`src/rtl/frame_sequencer.sv`:
```
`default_nettype none
// ============================================================================
//  Module      : frame_sequencer
//  Description : Front-end controller that reads a stored image from a
//                1-cycle-latency memory in raster order and presents it as a
//                Frame/Line/PixelValid stream with line and frame blanking.
//  Revision    : 1.0 - initial release
// ============================================================================
module frame_sequencer #(
    parameter int COLS   = 128,
    parameter int ROWS   = 128,
    parameter int HBLANK = 4,
    parameter int VBLANK = 16,
    parameter int ADDR_W = 14
) (
    input  logic              Clk,
    input  logic              Reset,
    input  logic              Start,
    input  logic              Stop,
    input  logic              Hold,
    input  logic [7:0]        NumFrames,
    output logic              RdEn,
    output logic [ADDR_W-1:0] RdAddr,
    output logic              PixelValid,
    output logic              Frame,
    output logic              Line,
    output logic [7:0]        i,
    output logic [7:0]        j,
    output logic              Busy,
    output logic              Done,
    output logic [7:0]        FrameCount
);

    typedef enum logic [1:0] {
        ST_IDLE   = 2'd0,
        ST_ACTIVE = 2'd1,
        ST_HBLANK = 2'd2,
        ST_VBLANK = 2'd3
    } state_t;

    localparam logic [7:0]        COL_LAST = 8'(COLS - 1);
    localparam logic [7:0]        ROW_LAST = 8'(ROWS - 1);
    // Blank timers count down from N-1 so each blank state lasts exactly N cycles
    localparam logic [15:0]       HB_LOAD  = 16'((HBLANK > 0) ? HBLANK - 1 : 0);
    localparam logic [15:0]       VB_LOAD  = 16'((VBLANK > 0) ? VBLANK - 1 : 0);
    localparam logic [ADDR_W-1:0] ADDR_ONE = ADDR_W'(1);

    state_t            state;
    state_t            state_next;
    logic [7:0]        col;
    logic [7:0]        row;
    logic [ADDR_W-1:0] addr;
    logic [15:0]       blank_cnt;
    logic [7:0]        num_frames;
    logic              stop_pending;

    logic              start_ok;
    logic              line_end;
    logic              frame_end;
    logic              last_frame;
    logic              blank_done;
    logic [7:0]        frame_count_inc;

    assign start_ok        = Start && !Stop;
    assign line_end        = (col == COL_LAST);
    assign frame_end       = line_end && (row == ROW_LAST);
    assign blank_done      = (blank_cnt == 16'd0);
    assign frame_count_inc = (FrameCount == 8'hFF) ? 8'hFF : FrameCount + 8'd1;
    // A live Stop on the last pixel counts too: the frame is complete at that point
    assign last_frame      = ((num_frames != 8'd0) &&
                              (({1'b0, FrameCount} + 9'd1) == {1'b0, num_frames}))
                             || stop_pending || Stop;

    assign RdEn   = (state == ST_ACTIVE) && !Hold;
    assign RdAddr = addr;
    assign Busy   = (state != ST_IDLE);

    // State register
    always_ff @(posedge Clk) begin
        if (Reset) begin
            state <= ST_IDLE;
        end else begin
            state <= state_next;
        end
    end

    // Next-state decode; Hold freezes every transition out of the run states
    always_comb begin
        state_next = state;
        case (state)
            ST_IDLE: begin
                if (start_ok) begin
                    state_next = ST_ACTIVE;
                end
            end
            ST_ACTIVE: begin
                if (!Hold && line_end) begin
                    if (frame_end) begin
                        if (last_frame) begin
                            state_next = ST_IDLE;
                        end else if (VBLANK == 0) begin
                            state_next = ST_ACTIVE;
                        end else begin
                            state_next = ST_VBLANK;
                        end
                    end else if (HBLANK == 0) begin
                        state_next = ST_ACTIVE;
                    end else begin
                        state_next = ST_HBLANK;
                    end
                end
            end
            ST_HBLANK, ST_VBLANK: begin
                if (!Hold && blank_done) begin
                    state_next = ST_ACTIVE;
                end
            end
            default: state_next = ST_IDLE;
        endcase
    end

    // Raster counters, run bookkeeping and the output stage aligned to read data
    always_ff @(posedge Clk) begin
        if (Reset) begin
            col          <= 8'd0;
            row          <= 8'd0;
            addr         <= '0;
            blank_cnt    <= 16'd0;
            num_frames   <= 8'd0;
            stop_pending <= 1'b0;
            PixelValid   <= 1'b0;
            Frame        <= 1'b0;
            Line         <= 1'b0;
            i            <= 8'd0;
            j            <= 8'd0;
            Done         <= 1'b0;
            FrameCount   <= 8'd0;
        end else begin
            PixelValid <= RdEn;
            Frame      <= RdEn && (col == 8'd0) && (row == 8'd0);
            Line       <= RdEn && (col == 8'd0);
            Done       <= 1'b0;
            if (RdEn) begin
                i <= col;
                j <= row;
            end

            if (state == ST_IDLE) begin
                if (start_ok) begin
                    num_frames   <= NumFrames;
                    col          <= 8'd0;
                    row          <= 8'd0;
                    addr         <= '0;
                    FrameCount   <= 8'd0;
                    stop_pending <= 1'b0;
                end
            end else if (Stop) begin
                stop_pending <= 1'b1;
            end

            if (RdEn) begin
                if (line_end) begin
                    // Row advances at line end; blanking only delays the next fetch
                    col <= 8'd0;
                    if (frame_end) begin
                        row        <= 8'd0;
                        addr       <= '0;
                        blank_cnt  <= VB_LOAD;
                        FrameCount <= frame_count_inc;
                        Done       <= last_frame;
                    end else begin
                        row       <= row + 8'd1;
                        addr      <= addr + ADDR_ONE;
                        blank_cnt <= HB_LOAD;
                    end
                end else begin
                    col  <= col + 8'd1;
                    addr <= addr + ADDR_ONE;
                end
            end

            if (((state == ST_HBLANK) || (state == ST_VBLANK)) && !Hold && !blank_done) begin
                blank_cnt <= blank_cnt - 16'd1;
            end
        end
    end

endmodule
`default_nettype wire

```
`config.mk`:
```
export PLATFORM = sky130hd
export DESIGN_NAME = frame_sequencer
export DESIGN_NICKNAME = d
export VERILOG_FILES = /design/src/rtl/frame_sequencer.sv
export SDC_FILE = /design/constraint.sdc
export NUM_CORES = 1
export LEC_CHECK = 0
export ABC_AREA = 0
export CAP_MARGIN = 20
export CORE_MARGIN = 1.5
export CORE_UTILIZATION = 45
export DETAILED_ROUTE_END_ITERATION = 8
export PLACE_DENSITY_LB_ADDON = 0.05
export SLEW_MARGIN = 40
export SYNTH_ARGS = -nofsm -noshare
export SYNTH_HDL_FRONTEND = slang
export SYNTH_SLANG_ARGS = --single-unit
export TNS_END_PERCENT = 30
```
`constraint.sdc`:
```
create_clock -name Clk -period 4.12 [get_ports Clk]
set_input_delay 0.412 -clock Clk [delete_from_list [all_inputs] [get_ports Clk]]
set_output_delay 0.412 -clock Clk [all_outputs]
set_load 0.01 [all_outputs]
```
# ---- After elaboration in Yosys (flattened, before gate mapping)
# Cells that the tools add are included.
dict set report word_totals {
  input_bits 13
  latchBits 0
  rom_bits 0
  memories 0
  out_inout_bits 44
  ram_bits 0
  ff_bits 85
  wordCells 100
}
dict set report op_classes {
  n_shift 0
  n_addsub 6
  n_bitwise 3
  mux 33
  div 0
  order_cmp 0
  n_reduce_logical 34
  mul 0
  eq_ne 10
}
# operator count
set op_table {}
lappend op_table {{$mux W8} 15}
lappend op_table {{$mux W14} 5}
lappend op_table {{$mux W16} 3}
lappend op_table {{$add A8 B1 Y8 const B} 3}
lappend op_table {{$eq A8 B7 Y1 const B} 2}
lappend op_table {{$logic_not A16 Y1} 1}
lappend op_table {{$logic_not A8 Y1} 2}
lappend op_table {{$sub A16 B1 Y16 const B} 1}
lappend op_table {{$add A14 B1 Y14 const B} 1}
lappend op_table {{$reduce_bool A2 Y1} 6}
lappend op_table {{$logic_and A1 B1 Y1} 10}
lappend op_table {{$mux W2} 5}
lappend op_table {{$add A8 B1 Y9 const B} 1}
lappend op_table {{$eq A9 B8 Y1} 1}
lappend op_table {{$eq A8 B8 Y1 const B} 1}
lappend op_table {{$reduce_and A2 Y1} 4}
lappend op_table {{$reduce_bool A8 Y1} 1}
lappend op_table {{$pmux W2 S3} 1}
lappend op_table {{$eq A2 B2 Y1 const B} 2}
lappend op_table {{$mux W4} 1}
lappend op_table {{$ne A2 B2 Y1 const B} 2}
lappend op_table {{$reduce_or A4 Y1} 1}
lappend op_table {{$logic_not A1 Y1} 3}
lappend op_table {{$logic_or A1 B1 Y1} 3}
lappend op_table {{other kinds (7)} 11}

# ---- Depth between registers and ports, before layout
# Gate-level depths: netlist of run 1.
dict set report logic_depth {
  depth_word 9
  ltp_mapped 8
  depth_no_buf 7
}

# ---- Worst setup path after synthesis of run 1
# No wires, ideal clock.
dict set report synth_timing {
  kind {register to register}
  start {register FrameCount[0]}
  end {register state[1]}
  setup_time_ps 133
  t_arrival_ps 2036
  stages_incl_launch_ff 7
  period_less_slack_ps 2168
  setup_slack_ps 1952
  n_path_buf 0
  required_ps 3987
  path_cell_list {dfxtp_1 ha_1 xor2_1 a211o_1 or4b_1 nor4b_2 o211ai_1}
}
dict set report synth_between {
  elab_chain_len 9
}
# element line_no
set synth_rtl {}
lappend synth_rtl {{start: declaration} 31} ;# output logic [7:0] FrameCount
lappend synth_rtl {{start signal: assignment} 169} ;# FrameCount <= frame_count_inc;
lappend synth_rtl {{$add A8 B1 Y9} 71} ;# (({1'b0, FrameCount} + 9'd1) == {1'b0, num_frames}))
lappend synth_rtl {{$eq A9 B8 Y1} 71}
lappend synth_rtl {{$logic_and A1 B1 Y1} 70} ;# assign last_frame = ((num_frames != 8'd0) &&
lappend synth_rtl {{$logic_or A1 B1 Y1 (2 in series)} 72} ;# || stop_pending || Stop;
lappend synth_rtl {{$mux W2} 99} ;# if (last_frame) begin
lappend synth_rtl {{$mux W2} 98} ;# if (frame_end) begin
lappend synth_rtl {{$mux W2} 97} ;# if (!Hold && line_end) begin
lappend synth_rtl {{$pmux W2 S3} 90} ;# case (state)
lappend synth_rtl {{end signal: assignment} 83} ;# state <= state_next;
lappend synth_rtl {{end: declaration} 48} ;# state_t state;
# Every way passes these cells. The select of a mux whose other input is x is not followed.
# A chain may end at the register's enable or synchronous reset.

# ---- Worst setup path in the final report of run 1
dict set report layout_timing {
  start {input Hold}
  end {output RdEn}
}
dict set report layout_between {
  elab_chain_len 2
}
# element line_no
set layout_rtl {}
lappend layout_rtl {{start: declaration} 20} ;# input logic Hold,
lappend layout_rtl {{$logic_not A1 Y1} 74} ;# assign RdEn = (state == ST_ACTIVE) && !Hold;
lappend layout_rtl {{$logic_and A1 B1 Y1} 74}
lappend layout_rtl {{end: declaration} 22} ;# output logic RdEn,
# Every way passes these cells.

==> results of run 1 <==
[cells by family (layout without fill, tap and decap cells)]
family                     Yosys count  count (layout)
and+or+nand+nor                    228             228
AOI/OAI and AO/OA                  135             135
DFF                                 85              85
buffers and inverters               47              87
xor gates and xnor gates            12              12
adders and majority gates            8               8
muxes                                5               5
[worst paths after layout]
kind,from,end,depth (start not counted)
worst min register to register,blank_cnt[0],blank_cnt[0],1
worst min-delay path,blank_cnt[0],blank_cnt[0],1
worst max register to register,state[0],blank_cnt[2],4
worst max-delay path,Hold,RdEn,4
[stage by stage]
stage / setup WS (ns) / power [mW] / util [%]
floorplan: 1.95 / 0.910 / -
global placement: 1.08 / 0.940 / 52.0
detailed placement: 1.05 / 0.941 / 52.1
CTS: 1.05 / 1.60 / 54.5
global route: 0.982 / 1.65 / 54.8
finish: 1.05 / 1.58 / 54.8
[cell usage in the layout (no fill, tap or decap), types with 3 or more instances in the layout]
cell	count
o2111ai_1	5
dfxtp_1	85
a41oi_1	4
and3_1	15
inv_1	12
nor3b_1	3
nor3_1	15
or3_1	5
nand3_1	25
nand2b_1	4
clkdlybuf4s50_1	55
and2_1	5
o31a_1	3
nor2b_1	4
xnor2_1	4
o32ai_1	4
mux2i_1	4
nor4_1	11
nand3b_1	5
xor2_1	8
nand2_1	80
ha_1	8
a21oi_1	55
a31oi_1	7
nor2_1	27
o21ai_0	18
and4_1	3
nor4b_1	4
clkbuf_8	10
o31ai_1	3
or4_1	5
o41ai_1	4
a22oi_1	3
o21a_1	4
nand4_1	9
a311oi_1	14
[registers in the layout, summed over array words and instances (netlist names)]
signal,flops
blank_cnt,16
RdAddr,14
FrameCount,8
col,8
i,8
j,8
num_frames,8
row,8
state,2
Done,1
Frame,1
Line,1
PixelValid,1
stop_pending,1
[routing by layer]
layer	global-route usage, %	vias to the layer above
li1	-	1991
met1	27.6	1881
met2	35.6	68
met3	3.09	9
met4	6.83	0
met5	0	-
[layout make-up]
type	count	area, µm²
fill	871	4140
multi-input combinational	388	2310
clock inverter	6	86.3
inverter	12	45.0
timing repair buffer	59	591
clock buffer	10	138
sequential	85	1700
tap	111	139
[power breakdown]
| group | switching [mW] | internal, mW | total (mW) |
|---|---|---|---|
| clock | 0.301 | 0.357 | 0.658 |
| sequential | 0.00641 | 0.827 | 0.834 |
| combinational | 0.0566 | 0.0341 | 0.0907 |
| total | 0.364 | 1.22 | 1.58 |
==> results.txt, run 1 <==
Synth Area in Compound Gates: 20.9%
worst hold-check path type: flop to flop
mux contribution to synthesized area: 1.22%
Syn Inst Count: 520
setup slack, reg-to-reg: 1.57 ns
CP Capture Type: output pin
Post-CTS Setup Inserts: 0
total negative slack: 0 ns
Max-slew headroom: 50.6%
Placed Area: 4770 µm²
crit-path cells: clkdlybuf4s50_1, or3b_4, inv_1, clkdlybuf4s50_1
Synthesized Nets: 541
IO buf count: 56
mean area per synthesized cell: 8.08 µm²
# Max-Cap Violations: 0
Final Hold Viols: 0
count of cell types in the netlist: 56
share of Yosys cell area claimed by the top area cell type: 40.5%
CP Max Fanout: 40
GRT overflow: 0
Site Rows: 35
RSZ-0062 raised after global routing: no
Area Growth Syn to Fin: 19.3%
worst hold slack: 0.459 ns
Synthesis Warnings: 0
CP max-delay cell: clkdlybuf4s50_1
Final #Nets: 576
Post-Synth Adder-Cell Area: 2.38%
first-pass GRT wire length: 17100 µm
cell with the most instances after synthesis: dfxtp_1
Slew @ Worst Pin: 0.737 ns
Ports: 57
layout cells sized above 1: 5.18%
Clock Skew: 0.00887 ns
CTS Buf Count: 9
largest area contributor in the netlist: dfxtp_1
first-pass detailed-route iteration total: 4
GP Congestion: 0.782
Synth Area in Simple Gates: 27.8%
Worst EP required: 3.71 ns
WL final: 10100 µm
Post-synth top cells: dfxtp_1, nand2_1, a21oi_1
Iter 0 DRT Violations: 146
VDD IR max: 0.198 mV
CTS Root Cell: clkbuf_8
Vias/cell: 5.89
Largest stage delay, worst path: 0.66 ns
antenna-violating nets left: 0
Die H: 99.6 µm
detailed placer's ending HPWL: 6710 µm
Max Slew Vio Count: 0
number of global-route vias before repair: 3602
post-synthesis sequential area ratio: 40.5%
TritonCTS clock tree: built
post_cts resized: 0
wl on met1: 4920 µm
crit share post-route: 74.5%
H-tree levels: 3
cell leakage power: 1.70 nW
# hold bufs at CTS: 0
Starting Density: 45.9%
clock slew at reported path FFs: 0.09 ns
die area: 9920 µm²
Final min period: 3.07 ns
die width: 99.6 µm
Worst Path Buf+Inv: 3
Max Clk Rate: 0.326 GHz
Startpoint Class: primary input
Post-synth top flop: dfxtp_1
XOR/XNOR share of the synthesized area: 2.50%
Seq cells post-synth: 85
uppermost layer routed: met4
status: complete, no violations
main combinational cell family by area after synthesis: simple AND/OR/NAND/NOR gates
GRT Total Usage: 21.0%
Netlist Area Pre-Place: 4200 µm²
Worst-Skew Late Latency: 0.35 ns
worst-case clock buffer depth: 2
met3 routed WL: 291 µm
initial antenna violation count: 0
Post-synth EDFFs: 0
non-filler cells in the finished layout: 671
most used cell, CP: clkdlybuf4s50_1
Synth async-reset ratio: 0%
Design Area, Final: 5010 µm²
clk sinks: 85
placed cell count: 654
Power Dens Cells: 316 nW/µm²
Met2 Routed Length: 4790 µm
number of antenna diodes: 0
dominant cells by area after synthesis: dfxtp_1, nand2_1, a21oi_1, nand3_1, a311oi_1
Final Setup Violations: 0
largest net degree at the start of global routing: 78
via count: 3949
drc violations: 0
Worst Path Arrival: 2.66 ns
CP top delay family: buffers and inverters
core area: 9150 µm²
WL/cell: 15.1 µm
crit path kind: primary input to output pin
No activity file was read; power rests on OpenSTA's default activity.
==> inputs of run 2 (changes only) <==
clock period = 3.17 ns   (was 4.12 ns; I/O delays follow)
==> results.txt, run 2 (synthesized netlist as in run 1, its figures left out) <==
layout cells sized above 1: 6.01% (+0.83 points)
number of global-route vias before repair: 3657 (+1.5%)
max reg flops: 16 (unchanged)
Crit Reg-Reg Startpoint: col[0]
worst hold endpoint: blank_cnt[0]
first-pass detailed-route iteration total: 4 (unchanged)
reg2reg path depth: 7 (+3)
Reg2Reg Capture Point: RdAddr[3]
# hold bufs at CTS: 0 (unchanged)
largest net degree at the start of global routing: 42 (-46%)
Ports: 57 (unchanged)
number of antenna diodes: 0 (unchanged)
antenna-violating nets left: 0 (unchanged)
IO buf count: 56 (unchanged)
WL final: 10200 µm (+0.86%)
Final Setup Violations: 0 (unchanged)
Startpoint Class: flop
# fillers: 885 (+1.6%)
die width: 99.6 µm (unchanged)
clock slew at reported path FFs: 0.09 ns (about the same)
sequential standard cell area: 1700 µm² (unchanged)
crit share post-route: 76.4%
hold_sp: blank_cnt[0]
Post-CTS Setup Inserts: 0 (unchanged)
CTS Buf Count: 9 (unchanged)
first-pass GRT wire length: 17200 µm (+0.44%)
worst hold path depth: 1 (unchanged)
post_cts resized: 0 (unchanged)
detailed placer's ending HPWL: 6970 µm (+3.9%)
Max-slew headroom: 51.4% (+0.85 points)
Iter 0 DRT Violations: 162 (+11%)
Area Growth Syn to Fin: 19.8%
TritonCTS clock tree: built
setup slack, reg-to-reg: 0.75 ns (-0.82 ns)
Final #Nets: 582 (+1.0%)
Site Rows: 35 (unchanged)
status: complete, no violations
CP Capture Type: flop
worst-case clock buffer depth: 2 (unchanged)
clk sinks: 85 (unchanged)
power share of the combinational group: 5.8% (about the same)
Reg power frac: 52.7% (about the same)
total negative slack: 0 ns (unchanged)
crit path kind: flop to flop
worst hold-check path type: flop to flop
WL/cell: 15.1 µm (about the same)
Clock Skew: 0.0107 ns (+0.00185 ns)
Multi-input gate area: 2300 µm² (-0.43%)
placed cell count: 661 (+1.1%)
GRT Total Usage: 20.9% (-0.13 points)
Slew @ Worst Pin: 0.722 ns (-0.0154 ns)
H-tree levels: 3 (unchanged)
cell leakage power: 1.72 nW (+1.0%)
Worst-Skew Late Latency: 0.35 ns (about the same)
Starting Density: 45.9% (unchanged)
clock share of power: 41.5% (about the same)
NetSw: 0.489 mW (+34%)
Max Slew Vio Count: 0 (unchanged)
Final Hold Viols: 0 (unchanged)
Worst EP required: 3.37 ns (-0.34 ns)
Top reg by flops: blank_cnt
VDD IR max: 0.261 mV (+32%)
CTS Root Cell: clkbuf_8
core area: 9150 µm² (unchanged)
GP Congestion: 0.818 (+4.6%)
via count: 3951 (+0.051%)
CP Max Fanout: 24 (-40%)
# Max-Cap Violations: 0 (unchanged)
Final min period: 2.42 ns
most common cell after layout, fill and taps aside: dfxtp_1
Die H: 99.6 µm (unchanged)
non-filler cells in the finished layout: 677 (+0.89%)
commonest cells after routing, fill and taps aside: dfxtp_1, nand2_1, a21oi_1, clkdlybuf4s50_1, nor2_1
Max Clk Rate: 0.413 GHz
Vias/cell: 5.84 (-0.84%)
Worst Path Arrival: 2.62 ns (-0.04 ns)
GRT overflow: 0 (unchanged)
Sw Ratio: 23.8% (+0.79 points)
Power Dens Cells: 409 nW/µm² (+29%)
die area: 9920 µm² (unchanged)
initial antenna violation count: 0 (unchanged)
drc violations: 0 (unchanged)
cell internal pwr: 1.57 mW (+29%)
RSZ-0062 raised after global routing: no
==> run 2: cell types whose count changed in the layout (fill, tap and decap cells not counted), sizes merged <==
cell / delta
clkinvlp: +1
buf: +6
clkbuf: -1
clkinv: -1
inv: +1
==> run 2: power by group through the flow <==
stage               logic, mW  registers [mW]  clock network [mW]
floorplan              0.0743            1.11                   0
global placement        0.118            1.11                   0
detailed placement      0.119            1.11                   0
CTS                     0.119            1.08               0.878
global route            0.132            1.09               0.926
finish                  0.119            1.08               0.854
==> run 2: cell type report <==
| cell class | count | share of cell area [%] |
|---|---|---|
| multi-input combinational | 388 | 45.7 |
| clock inverter | 7 | 1.94 |
| inverter | 12 | 0.895 |
| timing repair buffer | 65 | 12.4 |
| tap | 111 | 2.76 |
| sequential | 85 | 33.8 |
| clock buffer | 9 | 2.46 |
==> run 2: metrics by stage <==
stage | utilization [%] | area [µm²] | hold WS [ns] | worst slack [ns] | total power [mW]
after CTS | 55.0 | 5030 | 0.459 | 0.745 | 2.08
final | 55.0 | 5030 | 0.450 | 0.749 | 2.06
after global placement | 52.5 | 4810 | 0.437 | 0.609 | 1.23
after floorplan | - | 4200 | 0.422 | 1.00 | 1.18
after global routing | 55.0 | 5030 | 0.480 | 0.539 | 2.14
after detailed placement | 52.5 | 4810 | 0.445 | 0.600 | 1.23
==> run 2: how the worst max path moves through the flow <==
stage	startpoint	end	slack (ns)	cells after the start
3_3_place_gp	Hold	blank_cnt[13]	0.61	6
5_1_grt	col[0]	RdAddr[7]	0.54	7
2_1_floorplan	FrameCount[0]	state[1]	1.00	6
3_5_place_dp	Hold	blank_cnt[13]	0.60	6
4_1_cts	Hold	RdEn	0.75	5
6_report	col[0]	RdAddr[3]	0.75	7
==> run 2: layer usage <==
| metal | track usage, % | routed length [µm] | vias to the layer above | part of all wire [%] |
|---|---|---|---|---|
| met5 | 0 | 0 | - | 0 |
| met4 | 5.09 | 53 | 0 | 0.52 |
| met3 | 3.87 | 278 | 4 | 2.7 |
| met2 | 35.2 | 4850 | 55 | 48 |
| met1 | 27.8 | 5020 | 1901 | 49 |
| li1 | - | - | 1991 | - |
==> run 2: critical path, cell delays in order, from the launching register on <==
cell and delay (ns):
dfxtp_1 0.43, ha_1 0.23, nand3_1 0.23, nor3_2 0.65, a21oi_2 0.17, buf_4 0.26, a41oi_1 0.23, a311oi_1 0.07
